--- src/rtl/ps2_mouse_tracker_pkg.sv ---
// Shared constants, state types and axis helpers for the PS/2 mouse tracker.
// Screen limits mirror the 800x600 display timing used by the VGA path.
package ps2_mouse_tracker_pkg;

  localparam int HOR_PIXELS = 800;
  localparam int VER_PIXELS = 600;
  localparam int X_MAX_DEF  = HOR_PIXELS - 1;
  localparam int Y_MAX_DEF  = VER_PIXELS - 1;

  // Byte0 bit positions of a stream-mode packet
  localparam int B0_LEFT  = 0;
  localparam int B0_RIGHT = 1;
  localparam int B0_ONE   = 3;
  localparam int B0_XSIGN = 4;
  localparam int B0_YSIGN = 5;
  localparam int B0_XOVF  = 6;
  localparam int B0_YOVF  = 7;

  typedef enum logic [1:0] {RX_IDLE, RX_DATA, RX_PARITY, RX_STOP} rx_state_t;
  typedef enum logic [1:0] {PKT_B0, PKT_B1, PKT_B2, PKT_UPD} pkt_state_t;

  // An overflowed axis is treated as no movement.
  function automatic logic signed [8:0] axis_delta(input logic sign, input logic ovf,
                                                   input logic [7:0] mag);
    return ovf ? 9'sd0 : $signed({sign, mag});
  endfunction

  function automatic logic [11:0] clamp_axis(input logic signed [13:0] v,
                                             input logic [11:0] lim);
    if (v < 14'sd0) return 12'd0;
    else if (v > $signed({2'b00, lim})) return lim;
    else return v[11:0];
  endfunction

endpackage

--- src/rtl/ps2_mouse_tracker_if.sv ---
// Mouse interface: raw PS/2 pins in, cursor position/buttons/strobes out.
// pkt_valid and frame_err are one-cycle strobes with no ready; consumers sample them on that cycle, and position/buttons hold between pkt_valid pulses.
interface ps2_mouse_tracker_if;
  import ps2_mouse_tracker_pkg::*;

  logic        ps2_clk;
  logic        ps2_data;
  logic [11:0] mouse_xpos;
  logic [11:0] mouse_ypos;
  logic        mouse_left;
  logic        mouse_right;
  logic        pkt_valid;
  logic        frame_err;
  rx_state_t   rx_state;
  pkt_state_t  pkt_state;

  modport master (
    input  ps2_clk, ps2_data,
    output mouse_xpos, mouse_ypos, mouse_left, mouse_right, pkt_valid, frame_err,
           rx_state, pkt_state
  );

  modport slave (
    output ps2_clk, ps2_data,
    input  mouse_xpos, mouse_ypos, mouse_left, mouse_right, pkt_valid, frame_err,
           rx_state, pkt_state
  );
endinterface

--- src/rtl/ps2_mouse_tracker_rx.sv ---
// PS/2 frame receiver: pin synchronisers, falling-edge detect, 11-bit frame FSM
// with odd-parity/stop check and an in-frame inactivity watchdog.
module ps2_rx
  import ps2_mouse_tracker_pkg::*;
#(
  parameter int TIMEOUT_CYCLES = 40000
) (
  input  logic      clk,
  input  logic      rst_n,
  input  logic      ps2_clk,
  input  logic      ps2_data,
  output logic [7:0] rx_byte,
  output logic      byte_valid,
  output logic      rx_err,
  output rx_state_t state
);

  localparam int WD_W = $clog2(TIMEOUT_CYCLES);
  // Fires one cycle early: the top spends one more cycle registering frame_err.
  localparam logic [WD_W-1:0] WD_LIMIT = WD_W'(TIMEOUT_CYCLES - 2);

  logic clk_s1, clk_s2, clk_s3;
  logic dat_s1, dat_s2;
  logic fall;

  always_ff @(posedge clk or negedge rst_n) begin
    if (!rst_n) begin
      clk_s1 <= 1'b1;
      clk_s2 <= 1'b1;
      clk_s3 <= 1'b1;
      dat_s1 <= 1'b1;
      dat_s2 <= 1'b1;
    end else begin
      clk_s1 <= ps2_clk;
      clk_s2 <= clk_s1;
      clk_s3 <= clk_s2;
      dat_s1 <= ps2_data;
      dat_s2 <= dat_s1;
    end
  end

  assign fall = clk_s3 & ~clk_s2;

  logic [7:0]      shreg;
  logic [2:0]      bit_cnt;
  logic            par_bit;
  logic [WD_W-1:0] wd_cnt;

  always_ff @(posedge clk or negedge rst_n) begin
    if (!rst_n) begin
      state      <= RX_IDLE;
      shreg      <= '0;
      bit_cnt    <= '0;
      par_bit    <= 1'b0;
      wd_cnt     <= '0;
      rx_byte    <= '0;
      byte_valid <= 1'b0;
      rx_err     <= 1'b0;
    end else begin
      byte_valid <= 1'b0;
      rx_err     <= 1'b0;
      if (state == RX_IDLE || fall) wd_cnt <= '0;
      else                          wd_cnt <= wd_cnt + WD_W'(1);

      if (state != RX_IDLE && !fall && wd_cnt == WD_LIMIT) begin
        state  <= RX_IDLE;
        rx_err <= 1'b1;
      end else if (fall) begin
        case (state)
          RX_IDLE: begin
            if (!dat_s2) begin
              state   <= RX_DATA;
              bit_cnt <= '0;
            end
          end
          RX_DATA: begin
            shreg   <= {dat_s2, shreg[7:1]};
            bit_cnt <= bit_cnt + 3'd1;
            if (bit_cnt == 3'd7) state <= RX_PARITY;
          end
          RX_PARITY: begin
            par_bit <= dat_s2;
            state   <= RX_STOP;
          end
          RX_STOP: begin
            // Odd parity across data+parity and a high stop bit
            if (dat_s2 && (^{shreg, par_bit})) begin
              rx_byte    <= shreg;
              byte_valid <= 1'b1;
            end else begin
              rx_err <= 1'b1;
            end
            state <= RX_IDLE;
          end
          default: state <= RX_IDLE;
        endcase
      end
    end
  end

endmodule

--- src/rtl/ps2_mouse_tracker.sv ---
// PS/2 mouse tracker top: assembles 3-byte stream packets from ps2_rx and
// integrates the signed deltas into clamped screen coordinates and button levels.
module ps2_mouse_tracker
  import ps2_mouse_tracker_pkg::*;
#(
  parameter int X_MAX          = X_MAX_DEF,
  parameter int Y_MAX          = Y_MAX_DEF,
  parameter int TIMEOUT_CYCLES = 40000,
  parameter int INIT_X         = 400,
  parameter int INIT_Y         = 300
) (
  input logic                 clk,
  input logic                 rst_n,
  ps2_mouse_tracker_if.master m
);

  localparam logic [11:0] X_LIM = 12'(X_MAX);
  localparam logic [11:0] Y_LIM = 12'(Y_MAX);

  logic [7:0] rx_byte;
  logic       byte_valid;
  logic       rx_err;

  ps2_rx #(.TIMEOUT_CYCLES(TIMEOUT_CYCLES)) u_rx (
    .clk        (clk),
    .rst_n      (rst_n),
    .ps2_clk    (m.ps2_clk),
    .ps2_data   (m.ps2_data),
    .rx_byte    (rx_byte),
    .byte_valid (byte_valid),
    .rx_err     (rx_err),
    .state      (m.rx_state)
  );

  pkt_state_t pkt_state;
  logic       b0_left, b0_right, b0_xs, b0_ys, b0_xo, b0_yo;
  logic [7:0] b1, b2;
  logic [11:0] xpos, ypos;
  logic       left_q, right_q, pkt_valid_q, frame_err_q;

  logic signed [8:0]  dx, dy;
  logic signed [13:0] x_sum, y_sum;

  // PS/2 Y is up-positive while the screen is down-positive, hence the subtraction.
  always_comb begin
    dx    = axis_delta(b0_xs, b0_xo, b1);
    dy    = axis_delta(b0_ys, b0_yo, b2);
    x_sum = $signed({2'b00, xpos}) + $signed({{5{dx[8]}}, dx});
    y_sum = $signed({2'b00, ypos}) - $signed({{5{dy[8]}}, dy});
  end

  always_ff @(posedge clk or negedge rst_n) begin
    if (!rst_n) begin
      pkt_state   <= PKT_B0;
      b0_left     <= 1'b0;
      b0_right    <= 1'b0;
      b0_xs       <= 1'b0;
      b0_ys       <= 1'b0;
      b0_xo       <= 1'b0;
      b0_yo       <= 1'b0;
      b1          <= '0;
      b2          <= '0;
      xpos        <= 12'(INIT_X);
      ypos        <= 12'(INIT_Y);
      left_q      <= 1'b0;
      right_q     <= 1'b0;
      pkt_valid_q <= 1'b0;
      frame_err_q <= 1'b0;
    end else begin
      pkt_valid_q <= 1'b0;
      frame_err_q <= 1'b0;
      if (rx_err) begin
        pkt_state   <= PKT_B0;
        frame_err_q <= 1'b1;
      end else begin
        case (pkt_state)
          PKT_B0: begin
            if (byte_valid) begin
              // A byte0 without its always-one bit means we are misaligned; stay and resync.
              if (rx_byte[B0_ONE]) begin
                b0_left   <= rx_byte[B0_LEFT];
                b0_right  <= rx_byte[B0_RIGHT];
                b0_xs     <= rx_byte[B0_XSIGN];
                b0_ys     <= rx_byte[B0_YSIGN];
                b0_xo     <= rx_byte[B0_XOVF];
                b0_yo     <= rx_byte[B0_YOVF];
                pkt_state <= PKT_B1;
              end else begin
                frame_err_q <= 1'b1;
              end
            end
          end
          PKT_B1: begin
            if (byte_valid) begin
              b1        <= rx_byte;
              pkt_state <= PKT_B2;
            end
          end
          PKT_B2: begin
            if (byte_valid) begin
              b2        <= rx_byte;
              pkt_state <= PKT_UPD;
            end
          end
          PKT_UPD: begin
            xpos        <= clamp_axis(x_sum, X_LIM);
            ypos        <= clamp_axis(y_sum, Y_LIM);
            left_q      <= b0_left;
            right_q     <= b0_right;
            pkt_valid_q <= 1'b1;
            pkt_state   <= PKT_B0;
          end
          default: pkt_state <= PKT_B0;
        endcase
      end
    end
  end

  assign m.mouse_xpos  = xpos;
  assign m.mouse_ypos  = ypos;
  assign m.mouse_left  = left_q;
  assign m.mouse_right = right_q;
  assign m.pkt_valid   = pkt_valid_q;
  assign m.frame_err   = frame_err_q;
  assign m.pkt_state   = pkt_state;

endmodule

--- src/flat_wrapper.sv ---
// flat-port wrapper written by rule: the top's interface ports become plain ports
module ps2_mouse_tracker_flat import ps2_mouse_tracker_pkg::*;
#(
  parameter int X_MAX          = X_MAX_DEF,
  parameter int Y_MAX          = Y_MAX_DEF,
  parameter int TIMEOUT_CYCLES = 40000,
  parameter int INIT_X         = 400,
  parameter int INIT_Y         = 300
)
  (clk, rst_n, m_ps2_clk, m_ps2_data, m_mouse_xpos, m_mouse_ypos, m_mouse_left, m_mouse_right, m_pkt_valid, m_frame_err, m_rx_state, m_pkt_state);
  ps2_mouse_tracker_if m_i ();
  input logic clk;
  input logic rst_n;
  input wire logic [$bits(m_i.ps2_clk)-1:0] m_ps2_clk;
  input wire logic [$bits(m_i.ps2_data)-1:0] m_ps2_data;
  output wire logic [$bits(m_i.mouse_xpos)-1:0] m_mouse_xpos;
  output wire logic [$bits(m_i.mouse_ypos)-1:0] m_mouse_ypos;
  output wire logic [$bits(m_i.mouse_left)-1:0] m_mouse_left;
  output wire logic [$bits(m_i.mouse_right)-1:0] m_mouse_right;
  output wire logic [$bits(m_i.pkt_valid)-1:0] m_pkt_valid;
  output wire logic [$bits(m_i.frame_err)-1:0] m_frame_err;
  output wire logic [$bits(m_i.rx_state)-1:0] m_rx_state;
  output wire logic [$bits(m_i.pkt_state)-1:0] m_pkt_state;
  assign m_i.ps2_clk = m_ps2_clk;
  assign m_i.ps2_data = m_ps2_data;
  assign m_mouse_xpos = m_i.mouse_xpos;
  assign m_mouse_ypos = m_i.mouse_ypos;
  assign m_mouse_left = m_i.mouse_left;
  assign m_mouse_right = m_i.mouse_right;
  assign m_pkt_valid = m_i.pkt_valid;
  assign m_frame_err = m_i.frame_err;
  assign m_rx_state = m_i.rx_state;
  assign m_pkt_state = m_i.pkt_state;
  ps2_mouse_tracker #(.X_MAX(X_MAX), .Y_MAX(Y_MAX), .TIMEOUT_CYCLES(TIMEOUT_CYCLES), .INIT_X(INIT_X), .INIT_Y(INIT_Y)) u_core (.clk(clk), .rst_n(rst_n), .m(m_i));
endmodule
--- config.mk ---
export PLATFORM = sky130hd
export DESIGN_NAME = ps2_mouse_tracker_flat
export DESIGN_NICKNAME = d
export VERILOG_FILES = /design/src/rtl/ps2_mouse_tracker_pkg.sv /design/src/rtl/ps2_mouse_tracker_if.sv /design/src/rtl/ps2_mouse_tracker_rx.sv /design/src/rtl/ps2_mouse_tracker.sv /design/src/flat_wrapper.sv
export SDC_FILE = /design/constraint.sdc
export NUM_CORES = 1
export LEC_CHECK = 0
export CORE_MARGIN = 8
export CORE_UTILIZATION = 50
export DETAILED_ROUTE_END_ITERATION = 16
export GPL_ROUTABILITY_DRIVEN = 0
export PLACE_DENSITY_LB_ADDON = 0.05
export SLEW_MARGIN = 25
export SYNTH_ARGS = -nofsm -noshare
export SYNTH_HDL_FRONTEND = slang
export SYNTH_SLANG_ARGS = --single-unit
--- constraint.sdc ---
create_clock -name clk -period 7 [get_ports clk]
set_input_delay 1.4 -clock clk [delete_from_list [all_inputs] [get_ports clk]]
set_output_delay 1.4 -clock clk [all_outputs]
set_load 0.1 [all_outputs]
# [After elaboration in Yosys (flattened, before gate mapping)]
# Cells that the tools add are included.
[totals] wordCells=110 register_bits=97 out_inout_bits=32 in_bits=4
[op_classes] n_bitwise=4 n_eq_ne=15 n_mux=34 magnitude_cmp=4 reduce_logical=21 addsub=4
[op_table] operator="2-to-1 mux 12 bit" n=4
[op_table] operator="> comparator 14 x 11 -> 1 bit, second input constant" n=2
[op_table] operator="less-than comparator 14 x 1 -> 1 bit, second input constant" n=2
[op_table] operator="2-to-1 mux 2 bit" n=9
[op_table] operator="2-to-1 mux 9 bit" n=2
[op_table] operator="adder 16 x 1 -> 16 bit, second input constant" n=1
[op_table] operator="equality test 16 bit, second input constant" n=1
[op_table] operator="2-to-1 mux 16 bit" n=1
[op_table] operator="one-hot mux 2 bit (4 select lines)" n=2
[op_table] operator="AND reduction 4 bit" n=4
[op_table] operator="inequality test 3 bit, second input constant" n=5
[op_table] operator="AND reduction 3 bit" n=5
[op_table] operator="adder 13 x 9 -> 14 bit" n=1
[op_table] operator="2-to-1 mux 1 bit" n=14
[op_table] operator="subtractor 13 x 9 -> 14 bit" n=1
[op_table] operator="XOR reduction 9 bit" n=1
[op_table] operator="equality test 2 bit, second input constant" n=4
[op_table] operator="one-hot mux 3 bit (2 select lines)" n=1
[op_table] operator="nonzero test 2 bit" n=3
[op_table] operator="equality test 2 x 1 -> 1 bit, second input constant" n=2
[op_table] operator="logical NOT 2 bit" n=2
[op_table] operator="adder 3 x 1 -> 3 bit, second input constant" n=1
[op_table] operator="equality test 3 bit, second input constant" n=1
[op_table] operator="logical AND 1 bit" n=3
[op_table] operator="8 further kinds" n=10

# [Depth between registers and ports, before layout]
[logic_depth] ltp_word=7 depth_mapped=11 depth_no_buf=11

# [Modules after synthesis]
# Synthesis repeated with hierarchy kept, for this count alone.
[hier_totals] hier_cells=522 hier_area_um2=5616.6
[modules_own_cells] mod="ps2_mouse_tracker" area_each_um2=3479.6 n_inst=1 seq_area_each_um2=1310.0 cells_each=339
[modules_own_cells] mod="ps2_rx" area_each_um2=2137.0 n_inst=1 seq_area_each_um2=1132.3 cells_each=183

# [Least setup slack after synthesis]
# No wires, ideal clock.
[synth_timing] path_kind="reg2reg" from="reg u_core.ypos[0] (netlist: u_core.m.mouse_ypos[0])" to="reg u_core.ypos[0] (netlist: u_core.m.mouse_ypos[0])" path_stages_with_launch=12 required_ns=6.854 n_path_buf=0 synth_period_minus_slack_ns=3.245 slack_ns=3.755 setup_time_ns=0.146 t_arrival_ns=3.099 cell_sequence="dfrtp_1 inv_1 ha_1 fa_1 nand2b_1 a21oi_2 o21ai_1 a31oi_1 mux2_2 a21oi_4 and3_1 o22ai_1"
[synth_between] elab_chain_cells=4 word_cells_on_any_way=5 classes_between="1 x add/sub; 2 x order compare; 2 x mux"
[synth_rtl] item="from (decl)" line_no="ps2_mouse_tracker.sv:38" source="logic [11:0] xpos, ypos;"
[synth_rtl] item="from (signal assigned)" line_no="ps2_mouse_tracker.sv:64" source="ypos <= 12'(INIT_Y);"
[synth_rtl] item="from (signal assigned)" line_no="ps2_mouse_tracker.sv:107" source="ypos <= clamp_axis(y_sum, Y_LIM);"
[synth_rtl] item="subtractor 13 x 9 -> 14 bit (*)" line_no="ps2_mouse_tracker.sv:49" source="y_sum = $signed({2'b00, ypos}) - $signed({{5{dy[8]}}, dy});"
[synth_rtl] item="> comparator 14 x 11 -> 1 bit" line_no="ps2_mouse_tracker_pkg.sv:31" source="else if (v > $signed({2'b00, lim})) return lim;"
[synth_rtl] item="2-to-1 mux 12 bit" line_no="ps2_mouse_tracker_pkg.sv:31"
[synth_rtl] item="2-to-1 mux 12 bit (*)" line_no="ps2_mouse_tracker_pkg.sv:30" source="if (v < 14'sd0) return 12'd0;"
# Every way passes the cells marked *; elsewhere a longest branch is shown, timed or not.
# A chain may end at the register's enable or synchronous reset.

# [Final worst setup path]
[layout_timing] from="reg u_core.ypos[2] (netlist: u_core.m.mouse_ypos[2])" to="out m_mouse_ypos[2]"
[layout_rtl] item="to (decl)" line_no="flat_wrapper.sv:17" source="output wire logic [$bits(m_i.mouse_ypos)-1:0] m_mouse_ypos;"
# No word-level cell between the ends.

==> flow_metrics.env <==
export IMPL_initialDrtViolationCount=201
export IMPL_rsz0062_at_grt="no"
export IMPL_finalInstanceArea_um2=6270
export IMPL_path_cells="clkdlybuf4s50_1"
export IMPL_instances_no_fill=710
export IMPL_synth_seq_cells=97
export IMPL_power_total_mw=2.72
export IMPL_die_area_um2=14600
export IMPL_synth_area_um2=5500
export IMPL_finish_utilization_pct=58.1
export IMPL_status="finished clean"
export IMPL_cp_slowest_cell="clkdlybuf4s50_1"
export IMPL_hold_class="flop to flop"
export IMPL_place_area_um2=5990
export IMPL_port_buffers=35
export IMPL_ys_seq_area_share_pct=44.4
export IMPL_yosysWarnings=0
export IMPL_dr_total_vias=3958
export IMPL_critPathTopFamily="buffers and inverters"
export IMPL_finalWirelength_um=11300
export IMPL_ff_latch_area_um2=2440
export IMPL_final_hold_violation_count=0
export IMPL_fin_crit_ns=3.48
export IMPL_syn_to_final_growth_pct=13.9
export IMPL_grtUsageTotal_pct=16.4
export IMPL_critPathKind="flop to output pin"
export IMPL_syn_inst=529
export IMPL_finClkSkew_ns=0.00737
export IMPL_arrival_ns=2.08
export IMPL_ys_types=64
export IMPL_ir_drop_mv=0.311
export IMPL_core_um2=10800
export IMPL_clock_sinks=97
export IMPL_slowest_delay_ns=1.14
export IMPL_crit_required_ns=5.60
export IMPL_nNetsFinal=611
export IMPL_crit_fanout=4
export IMPL_grt_first_pass_wirelength_um=19400
export IMPL_synth_top_area_share_pct=38.7
export IMPL_place_inst=694
export IMPL_first_pass_iters=4
export IMPL_dieWidth_um=121
export IMPL_rows=38
export IMPL_cellLeakagePower_nw=2.83
export IMPL_diodes=0
export IMPL_ys_top_cells_by_count="dfrtp_1, nand2_1, ha_1"
export IMPL_insertion_delay_ns=0.37
export IMPL_dp_hpwl_um=8300
export IMPL_fillCellCount=950
export IMPL_path_clk_slew_ns=0.10
export IMPL_drive_above_1_share_pct=14.9
export IMPL_via_per_inst=5.57
export IMPL_cts_buffers=9
export IMPL_antenna_found_initial=0
export IMPL_yosysMostFrequentCell="dfrtp_1"
export IMPL_syn_area_per_cell_um2=10.4
export IMPL_hold_buffers=0
export IMPL_die_height_um=121
export IMPL_yosysTopAreaCell="dfrtp_1"
export IMPL_grt_pass1_vias=3930
export IMPL_slew_viol_final=0
export IMPL_cts_tree="built"
export IMPL_fin_crit_sh_pct=49.8
export IMPL_drc=0
export IMPL_setup_slack_ns=3.52
export IMPL_pwr_density_cell_nw_per_um2=434
export IMPL_multi_input_area_um2=2940
export IMPL_io_pin_count=36
export IMPL_start_util_pct=51.0
export IMPL_tns_ns=0
export IMPL_grt_max_degree=67
export IMPL_wire_per_inst_um=15.9
export IMPL_cts_buffer_depth=2
export IMPL_synthFlopType="dfrtp_1"
export IMPL_post_cts_buffers=0
export IMPL_fin_hold_ws_ns=0.363
export IMPL_worst_pin_slew_ns=0.999
export IMPL_grt_ovfl_total=0
export IMPL_netlist_top_cells_area="dfrtp_1, ha_1, mux2_2"
export IMPL_endpoint_kind="output pin"
export IMPL_cts_resized=0
export IMPL_max_freq_ghz=0.287
export IMPL_clockRootBuffer="clkbuf_8"
export IMPL_start_kind="flop"
export IMPL_detailedPlace_worstSlack_ns=3.80
export IMPL_synth_async_reset_ratio_pct=100
export IMPL_synth_nets=575
export IMPL_critPathBufInv=1
export IMPL_htreeDepth=3
export IMPL_setup_violations=0
export IMPL_detail_route_antenna_nets=0
export IMPL_cap_violations=0
export IMPL_synth_edf_count=0
export IMPL_relSlewSlack_pct=33.2
state kept, by name (all words and copies together) (netlist names), 2 cells and up:
signal	flops
u_core.u_rx.bit_cnt	3
u_core.m.pkt_state	2
u_core.u_rx.shreg	8
u_core.b1	8
u_core.b2	8
u_core.u_rx.state	2
u_core.u_rx.wd_cnt	16
u_core.m.mouse_ypos	12
u_core.u_rx.rx_byte	8
u_core.m.mouse_xpos	12
path summary, 6_finish.rpt:
path,slack [ns],from,end,cells after the start
hold / removal,0.36,u_core.u_rx.dat_s1,u_core.u_rx.dat_s2,0
max in group asynchronous,4.90,rst_n,u_core.u_rx.bit_cnt[0],2
setup reg to reg,3.73,u_core.b0_xo,u_core.m.mouse_xpos[1],10
min in group asynchronous,0.94,rst_n,u_core.m.mouse_ypos[7],1
hold reg to reg,0.36,u_core.u_rx.dat_s1,u_core.u_rx.dat_s2,0
setup / recovery,3.52,u_core.m.mouse_ypos[2],m_mouse_ypos[2],1
cell usage in the layout, fill, tap and decap left out, types with 13 or more instances in the layout:
cell type	synthesis	final
mux2_2	36	36
o21ai_0	21	21
nor2b_1	15	15
xor2_1	13	13
ha_1	40	40
a21oi_1	27	27
inv_1	19	19
nor2_1	38	38
xnor2_1	24	24
dfrtp_1	85	85
clkdlybuf4s50_1	0	34
nand2_1	47	47
routing by layer:
metal	wire [µm]	GRT usage, %	part of all wire [%]
met1	5280	20.9	47
met2	5420	26.7	48
met3	451	3.21	4.0
met4	166	6.87	1.5
met5	0	0	0
power by group:
group	internal [mW]	switching, mW
registers	0.669	0.0971
clock network	0.285	0.204
logic	0.491	0.973
area by class of cell:
type / count / share of cell area, %
multi-input cells: 401 / 46.9
flip-flops and latches: 97 / 39.0
repair buffers: 37 / 5.79
well taps: 140 / 2.79
clock buffers: 10 / 2.20
clock inverters: 6 / 2.20
inverters: 19 / 1.14
logic make-up after synthesis:
kind of cell / after synthesis / share of synthesized area, %
buf+inv: 31 / 2.16
xor+xnor: 37 / 5.89
simple gates: 169 / 15.5
mux: 37 / 7.55
compound gates: 116 / 14.7
fa+ha+maj: 42 / 9.82
flops: 97 / 44.4
No activity file was read; power rests on OpenSTA's default activity.
